--- config.mk ---
export PLATFORM = sky130hd
export DESIGN_NAME = pcie_us_cfg_mgmt_arb
export DESIGN_NICKNAME = d
export VERILOG_FILES = /design/src/rtl/pcie_us_cfg_mgmt_arb.sv
export SDC_FILE = /design/constraint.sdc
export NUM_CORES = 1
export LEC_CHECK = 0
export CORE_AREA = 2 2 140 142
export CTS_BUF_LIST = sky130_fd_sc_hd__clkbuf_16
export CTS_CLUSTER_SIZE = 30
export DETAILED_ROUTE_END_ITERATION = 6
export DIE_AREA = 0 0 142 144
export PLACE_DENSITY = 0.72
export SETUP_SLACK_MARGIN = 0.1
export SYNTH_ARGS = -nofsm -noshare
export SYNTH_HDL_FRONTEND = slang
export SYNTH_SLANG_ARGS = --single-unit
--- constraint.sdc ---
create_clock -name clk -period 3.7 [get_ports clk]
set_clock_uncertainty 0.2 [all_clocks]
set_input_delay 0.37 -clock clk [delete_from_list [all_inputs] [get_ports clk]]
set_output_delay 0.37 -clock clk [all_outputs]
set_load 0.01 [all_outputs]
--- src/rtl/pcie_us_cfg_mgmt_arb.sv ---
// Round-robin arbiter/sequencer sharing the PCIe cfg_mgmt port among PORTS.
// Define CFG_MGMT_ARB_TIMEOUT_EN to build the done-timeout abort path.
module pcie_us_cfg_mgmt_arb #(
  parameter int PORTS   = 4,
  parameter int TIMEOUT = 1024
) (
  input  logic               clk,
  input  logic               rst,
  input  logic [PORTS*10-1:0] s_req_addr,
  input  logic [PORTS*8-1:0]  s_req_function_number,
  input  logic [PORTS-1:0]    s_req_write,
  input  logic [PORTS*32-1:0] s_req_write_data,
  input  logic [PORTS*4-1:0]  s_req_byte_enable,
  input  logic [PORTS-1:0]    s_req_valid,
  output logic [PORTS-1:0]    s_req_ready,
  output logic [31:0]         s_resp_read_data,
  output logic [PORTS-1:0]    s_resp_valid,
  output logic [PORTS-1:0]    s_resp_timeout,
  output logic [9:0]          cfg_mgmt_addr,
  output logic [7:0]          cfg_mgmt_function_number,
  output logic                cfg_mgmt_write,
  output logic [31:0]         cfg_mgmt_write_data,
  output logic [3:0]          cfg_mgmt_byte_enable,
  output logic                cfg_mgmt_read,
  input  logic [31:0]         cfg_mgmt_read_data,
  input  logic                cfg_mgmt_read_write_done,
  output logic                busy
);

  localparam int PW = (PORTS > 1) ? $clog2(PORTS) : 1;

  typedef enum logic [1:0] {IDLE, ACTIVE, RESP} state_t;

  state_t        r_state;
  state_t        w_next;
  logic [PW-1:0] r_ptr;
  logic [PW-1:0] r_gnt;
  logic [PW-1:0] w_gidx;
  logic          w_found;
  logic          w_grant;
  logic          w_done;
  logic          w_expire;

  always_comb begin
    w_found = 1'b0;
    w_gidx  = '0;
    for (int i = 0; i < PORTS; i++) begin
      if (!w_found && s_req_valid[(int'(r_ptr) + i) % PORTS]) begin
        w_found = 1'b1;
        w_gidx  = PW'((int'(r_ptr) + i) % PORTS);
      end
    end
  end

  // Re-arbitration waits while the completion pulse is still visible.
  assign w_grant = (r_state == IDLE) && w_found && !(|s_resp_valid);
  assign w_done  = (r_state == ACTIVE) && cfg_mgmt_read_write_done;

`ifdef CFG_MGMT_ARB_TIMEOUT_EN
  logic [15:0] r_cnt;
  logic        r_to;

  assign w_expire = (r_state == ACTIVE) &&
                    (r_cnt == 16'(TIMEOUT - 1));

  always_ff @(posedge clk) begin
    if (rst) begin
      r_cnt          <= '0;
      r_to           <= 1'b0;
      s_resp_timeout <= '0;
    end else begin
      s_resp_timeout <= '0;
      unique case (r_state)
        ACTIVE: begin
          r_cnt <= r_cnt + 16'd1;
          if (w_expire && !cfg_mgmt_read_write_done)
            r_to <= 1'b1;
        end
        RESP: begin
          s_resp_timeout[r_gnt] <= r_to;
          r_cnt <= '0;
          r_to  <= 1'b0;
        end
        default: ;
      endcase
    end
  end
`else
  logic w_unused_timeout;

  assign w_unused_timeout = (TIMEOUT != 0);
  assign w_expire         = 1'b0;
  assign s_resp_timeout   = '0;
`endif

  always_comb begin
    w_next = r_state;
    unique case (r_state)
      IDLE:    if (w_grant) w_next = ACTIVE;
      ACTIVE:  if (w_done || w_expire) w_next = RESP;
      RESP:    w_next = IDLE;
      default: w_next = IDLE;
    endcase
  end

  always_ff @(posedge clk) begin
    if (rst) begin
      r_state                  <= IDLE;
      r_ptr                    <= '0;
      r_gnt                    <= '0;
      busy                     <= 1'b0;
      s_req_ready              <= '0;
      s_resp_valid             <= '0;
      s_resp_read_data         <= '0;
      cfg_mgmt_addr            <= '0;
      cfg_mgmt_function_number <= '0;
      cfg_mgmt_write           <= 1'b0;
      cfg_mgmt_write_data      <= '0;
      cfg_mgmt_byte_enable     <= '0;
      cfg_mgmt_read            <= 1'b0;
    end else begin
      r_state      <= w_next;
      busy         <= (w_next != IDLE);
      s_req_ready  <= '0;
      s_resp_valid <= '0;
      unique case (r_state)
        IDLE: begin
          if (w_grant) begin
            s_req_ready[w_gidx] <= 1'b1;
            r_gnt <= w_gidx;
            r_ptr <= (int'(w_gidx) == PORTS - 1) ?
                     '0 : w_gidx + 1'b1;
            cfg_mgmt_addr <=
              s_req_addr[int'(w_gidx)*10 +: 10];
            cfg_mgmt_function_number <=
              s_req_function_number[int'(w_gidx)*8 +: 8];
            cfg_mgmt_write_data <=
              s_req_write_data[int'(w_gidx)*32 +: 32];
            cfg_mgmt_byte_enable <=
              s_req_byte_enable[int'(w_gidx)*4 +: 4];
            cfg_mgmt_write <= s_req_write[w_gidx];
            cfg_mgmt_read  <= !s_req_write[w_gidx];
          end
        end
        ACTIVE: begin
          if (w_done || w_expire) begin
            cfg_mgmt_write <= 1'b0;
            cfg_mgmt_read  <= 1'b0;
            if (w_done)
              s_resp_read_data <= cfg_mgmt_read ?
                                  cfg_mgmt_read_data : '0;
            else
              s_resp_read_data <= '1;
          end
        end
        RESP:    s_resp_valid[r_gnt] <= 1'b1;
        default: ;
      endcase
    end
  end

endmodule

==> out/results.ini, run 1 <==
[yosys]
syn_area_per_cell_um2=9.18
synth_top_cells_by_count=dfxtp_1, nand2_1, and3_1, mux2i_1
synth_fa_ha_area_share_pct=0.932
yosys.area_share.simple_pct=15.4
synth_top_family_by_area=compound AO/OA/AOI/OAI gates
netlist.area_leader.share_pct=38.4
synth.area.top_cells=dfxtp_1, mux2i_1, a21boi_0, o211ai_1, and3_1
synth_compound_area_share_pct=28.3
ys_ff_latch=103
yosysUniqueCellTypes=36
yosys_warnings=0
muxShareOfSynthArea_pct=10.6
yosysTopAreaCell=dfxtp_1
synthArstFlopShare_pct=0
synth.cell_area_mm2=0.00537
synth_xor_area_share_pct=0
synth_ff_type=dfxtp_1
syn_inst=585
synth_most_common_cell=dfxtp_1
synth_edf_count=0
ys_seq_area_share_pct=38.4

[clock_network]
insertion_delay_ns=0.36
clk_pin_slew_ns=0.09
cts_buffers=9
cts-root-buf=clkbuf_16
numClockSinks=103
postCtsHoldBufs=0
cts_resized=0
cts_setup_buffers=0
htreeDepth=3
cts_max_path_buffers=2
cts_tree=yes

[power]
swShare_pct=32.8
ir_drop_v=0.000280
power_leakage_uw=0.00357
clkPwrFrac_pct=27.6
p_int_uw=2510
p_per_area_mw_per_mm2=397
power_frac_comb_pct=36.2
seqPwrFrac_pct=36.1
switchingPower_uw=1220
power.total_uw=3730

[die]
dieHeight_um=144
core_region_area_mm2=0.0191
initial_core_util_pct=28.2
die_w_um=142
dieArea_mm2=0.0204
io_pins=360
fp-row-count=51

[critical_path]
r2r-end=cfg_mgmt_write_data[4]
arrival_ns=2.58
startpoint_type=primary input
r2r_cells=6
end_kind=flip-flop
reg2reg_from=s_resp_valid[1]
worst-path-max-fanout=32
r2r_slack_ns=1.29
slowest_delay_ns=0.48
critPathKind=in -> reg
cp.required_ns=3.72
crit_path_top_delay_cell=clkdlybuf4s50_1
critical_path.cell_chain=clkdlybuf4s50_1, nor2b_1, a221o_2, nand2_2, clkinv_2, buf_12, mux2i_1, o211ai_1

[place]
gp_congestion=0.794
dp_slack_ns=0.726
placedCellCount=1136
port_buffers=355
dp_hpwl_um=14500

[sta]
setup_tns_ns=0
finalMaxSlewViolations=0
fin_crit_ns=2.56
worst_slack_ns=1.14
whs_ns=0.269
rsz0062_at_grt=false
timing.slew.headroom_pct=52.4
fmax_mhz=390
hold_viol=0
setup_viol=0
worstMarginPinSlew_ns=0.714
finalCritPeriodShare_pct=69.2

[layout]
final_layout_size_suffix_gt1_share_pct=7.00
areaGrowthSynthToFinish_pct=74.8
final_cells=1152
num_antenna_cells=0
num-nets-final=1172

[drt]
drt-wirelength-per-cell_um=17.3
routed_wirelength_um=20000
viasPerCell=4.90
first_iter_violations=175
drc=0
vias=5646
drtAntennaViolNets=0
drt-pass1-iter-count=4

[job]
drv_cap=0

[worst_hold_path]
min-delay-start=r_gnt[0]
hold_depth=1
hold_end=s_resp_valid[2]
hp-class=reg -> reg

[global_routing]
grt_pass1_vias=5285
grt_max_degree=109
grt_usage_pct=18.2
grt_pass1_wl_um=29100
grt-ovfl-total=0
antenna_found_initial=0

[status]
status=completed

flip-flops by register name, summed over array words and instances (netlist names), 2 cells and up:
| signal | cells |
|---|---|
| s_resp_valid | 4 |
| cfg_mgmt_function_number | 8 |
| cfg_mgmt_addr | 10 |
| s_resp_read_data | 32 |
| cfg_mgmt_write_data | 32 |
| cfg_mgmt_byte_enable | 4 |
| r_state | 2 |
| s_req_ready | 4 |
| r_gnt | 2 |
| r_ptr | 2 |
critical path, delay by kind of cell:
kind                   cells  cell delay, ns
AO/OA/AOI/OAI              2            0.50
multiplexers               1            0.17
AND/OR/NAND/NOR            2            0.27
buffers and inverters      3            1.26
per-layer routing:
layer	track usage (%)	wire, um
met4	6.32	399
met3	5.40	1610
met5	0	0
met1	21.4	8370
met2	31.7	9600
cell usage in the layout, fill, tap and decap left out, drive strengths merged, types with 2 or more instances in the layout:
cell type and n:
nand2b 2, nor2 10, dfxtp 103, o211ai 54
nand3 2, a21oi 4, inv 7, a221o 2
and2 5, and3 57, clkinv 4, buf 13
clkdlybuf4s50 355, a211oi 2, nor3 4, nand2 66
conb 4, o21ai 54, a22o 32, clkbuf 9
ha 4, nor2b 2, a21boi 54, mux2i 57
nor3b 2
worst max-delay path by stage:
stage | end | depth (start not counted) | slack, ns | from
3_5_place_dp | cfg_mgmt_addr[5] | 8 | 0.73 | s_req_valid[2]
6_report | cfg_mgmt_addr[4] | 8 | 1.14 | s_req_valid[2]
5_1_grt | cfg_mgmt_write_data[29] | 8 | 1.0 | s_req_valid[2]
4_1_cts | cfg_mgmt_addr[4] | 8 | 1.12 | s_req_valid[2]
3_3_place_gp | cfg_mgmt_function_number[6] | 8 | 0.78 | s_req_valid[1]
2_1_floorplan | r_ptr[1] | 10 | 1.61 | s_req_valid[2]
metrics by stage:
step	utilization (%)	cell area [um^2]
after global routing	49.2	9390
after detailed placement	47.6	9070
final	49.2	9390
after floorplan	-	5380
after CTS	49.2	9390
after global placement	47.6	9070
cell families after synthesis:
logic type / Yosys count
buffers and inverters: 62
flip-flops: 103
multiplexers: 57
AND/OR/NAND/NOR: 154
AO/OA/AOI/OAI: 204
other: 1
adder cells (fa/ha/maj): 4
area by class of cell:
type,count,area (um^2)
multi-input cells,423,3000
fillers,1829,9690
inverters,4,16.3
well taps,238,298
flip-flops and latches,103,2060
clock inverters,7,96.3
repair buffers,368,3700
clock buffers,9,225
power by group through the flow:
stage                     clock [uW]  combinational [uW]  sequential, uW
after CTS                       1080                1370            1350
after global placement             0                1350            1370
final                           1030                1350            1350
after global routing            1110                1460            1370
after detailed placement           0                1370            1370
after floorplan                    0                 602            1420
Power figures use the tool's default switching activity.
==> run 2, diff against run 1 <==
CORE_AREA = 2 2 139 141   (was 2 2 140 142)
DIE_AREA = 0 0 141 143   (was 0 0 142 144)
PLACE_DENSITY = 0.76   (was 0.72)
clock period = 2.1 ns   (was 3.7 ns; I/O delays follow)
==> run 2 against run 1 <==
Hold slack worse by 0.042 ns. First-iteration DRC count grew 35%. Cell area increased by 8.6%.
==> out/results.ini, run 2 (synthesis results as in run 1) <==
[drt]
drc=0  ; unchanged
vias=6008  ; +6.4%
drt-wirelength-per-cell_um=18.5  ; +6.9%
drtAntennaViolNets=0  ; unchanged
routed_wirelength_um=22200  ; +11%
viasPerCell=5.02  ; +2.5%
first_iter_violations=237  ; +35%
drt-pass1-iter-count=4  ; unchanged

[critical_path]
worst-path-max-fanout=7  ; -78%
cp_top_family=simple AND/OR/NAND/NOR gates
startpoint_type=flip-flop
cp.required_ns=2.18  ; -1.54 ns
slowest_delay_ns=0.34  ; -0.14 ns
crit_end=cfg_mgmt_write_data[22]
reg2reg_from=s_resp_valid[2]
startpoint=s_resp_valid[2]
crit_buf_inv=3  ; unchanged
cp.depth=8  ; unchanged
r2r-end=cfg_mgmt_write_data[22]
critPathKind=reg -> reg
crit_path_top_delay_cell=dfxtp_2
end_kind=flip-flop
critical_path.cell_chain=nor4_4, buf_4, and4b_4, nor4b_4, buf_6, clkbuf_16, o21ai_2, o211ai_1
arrival_ns=2.18  ; -0.40 ns
r2r_cells=8  ; +2
r2r_slack_ns=0.003  ; -1.29 ns

[sta]
setup_viol=0  ; unchanged
fin_crit_ns=2.10
finalMaxSlewViolations=0  ; unchanged
hold_viol=0  ; unchanged
finalCritPeriodShare_pct=99.9
whs_ns=0.226  ; -0.0421 ns
rsz0062_at_grt=true
fmax_mhz=477

[place]
placed_area_mm2=0.00945  ; +4.2%
dp_hpwl_um=15700  ; +8.4%
gp_congestion=0.847  ; +6.7%
port_buffers=355  ; unchanged

[worst_hold_path]
hp-class=in -> reg

[global_routing]
grt_max_degree=43  ; -61%
grt-ovfl-total=0  ; unchanged
antenna_found_initial=0  ; unchanged
grt_pass1_wl_um=32200  ; +11%
grt_pass1_vias=5897  ; +12%
grt_usage_pct=20.6  ; +2.4 points

[clock_network]
cts_max_path_buffers=2  ; unchanged
numClockSinks=103  ; unchanged
postCtsHoldBufs=0  ; unchanged
cts_buffers=9  ; unchanged
insertion_delay_ns=0.36  ; about the same
clk_pin_slew_ns=0.09  ; about the same
htreeDepth=3  ; unchanged
cts-root-buf=clkbuf_16
cts_tree=yes

[layout]
num_antenna_cells=0  ; unchanged
final_layout_size_suffix_gt1_share_pct=14.4  ; +7.4 points
final_area_mm2=0.0102  ; +8.6%
reg.largest.list=cfg_mgmt_write_data x32, s_resp_read_data x32, cfg_mgmt_addr x10
num-nets-final=1220  ; +4.1%
n_fill_cell=1695  ; -7.3%
final_cell_mix=clkdlybuf4s50_1, dfxtp_1, nand2_1
layout_commonest_cell=clkdlybuf4s50_1
areaGrowthSynthToFinish_pct=89.8

[power]
ir_drop_v=0.000409  ; +46%
power_frac_comb_pct=41.3  ; +5.1 points
p_per_area_mw_per_mm2=697  ; +76%
power_leakage_uw=0.00395  ; +11%
clkPwrFrac_pct=25.5  ; -2.1 points
swShare_pct=33.1  ; +0.32 points
switchingPower_uw=2360  ; +92%
seqPwrFrac_pct=33.3  ; -2.8 points
p_int_uw=4750  ; +90%

[die]
dieArea_mm2=0.0202  ; -1.4%
die_w_um=141  ; -0.70%
dieHeight_um=143  ; -0.69%
io_pins=360  ; unchanged
fp-row-count=50  ; -2.0%
initial_core_util_pct=28.9  ; +0.76 points
core_region_area_mm2=0.0186  ; -2.6%

[status]
status=completed

[job]
drv_cap=0  ; unchanged

[run 2: worst min path at each step]
stage,startpoint,endpoint,slack (ns),cells past startpoint
floorplan,rst,r_state[1],0.09,1
global placement,cfg_mgmt_addr[8],cfg_mgmt_addr[8],0.25,2
detailed placement,s_resp_read_data[3],s_resp_read_data[3],0.26,1
CTS,cfg_mgmt_read_data[16],s_resp_read_data[16],0.21,2
global route,cfg_mgmt_read_data[1],s_resp_read_data[1],0.23,2
finish,cfg_mgmt_read_data[16],s_resp_read_data[16],0.23,2
[run 2: area by class of cell]
class	count	area [um^2]	share of cell area, %
multi-input cells	423	3120	30.6
inverters	4	27.5	0.270
repair inverters	1	8.76	0.0859
flip-flops and latches	103	2070	20.3
clock buffers	9	225	2.21
clock inverters	7	96.3	0.945
repair buffers	415	4370	42.8
well taps	234	293	2.87
[run 2: worst register-to-register path: stages (launching register included)]
cell and delay (ns):
dfxtp_2 0.34, nor4_4 0.26, buf_4 0.16, and4b_4 0.23, nor4b_4 0.23, buf_6 0.24
clkbuf_16 0.20, o21ai_2 0.06, o211ai_1 0.09
[run 2: routing by layer]
metal / wire (um) / GRT usage [%]
met1: 8540 / 23.0
met2: 11200 / 36.6
met3: 1700 / 5.80
met4: 720 / 9.26
met5: 0 / 0
[run 2: stage by stage]
| stage | TNS, ns | total power, uW | std cells | setup slack, ns | utilization, % |
|---|---|---|---|---|---|
| final | 0 | 7110 | 1196 | 0.00251 | 54.9 |
| after detailed placement | -23.32 | 5030 | 1165 | -0.486 | 50.9 |
| after global routing | -3.81 | 7460 | 1196 | -0.108 | 54.9 |
| after CTS | 0 | 7000 | 1186 | 0.0262 | 53.5 |
| after global placement | -21.64 | 5000 | 1165 | -0.475 | 50.9 |
| after floorplan | 0 | 3570 | 588 | 0.110 | - |
[run 2: power by group through the flow]
| stage | clock [uW] | sequential, uW | combinational [uW] |
|---|---|---|---|
| detailed placement | 0 | 2410 | 2630 |
| floorplan | 0 | 2510 | 1060 |
| CTS | 1860 | 2360 | 2780 |
| global placement | 0 | 2400 | 2600 |
| finish | 1810 | 2370 | 2930 |
| global route | 1930 | 2400 | 3130 |
[run 2: repair_timing]
item / CTS / global route
gates resized for setup: 37 / 30
setup buffers: 2 / 4
gates cloned: 3 / 6
setup endpoints to repair: 56 / 59
pin swaps: 16 / 23
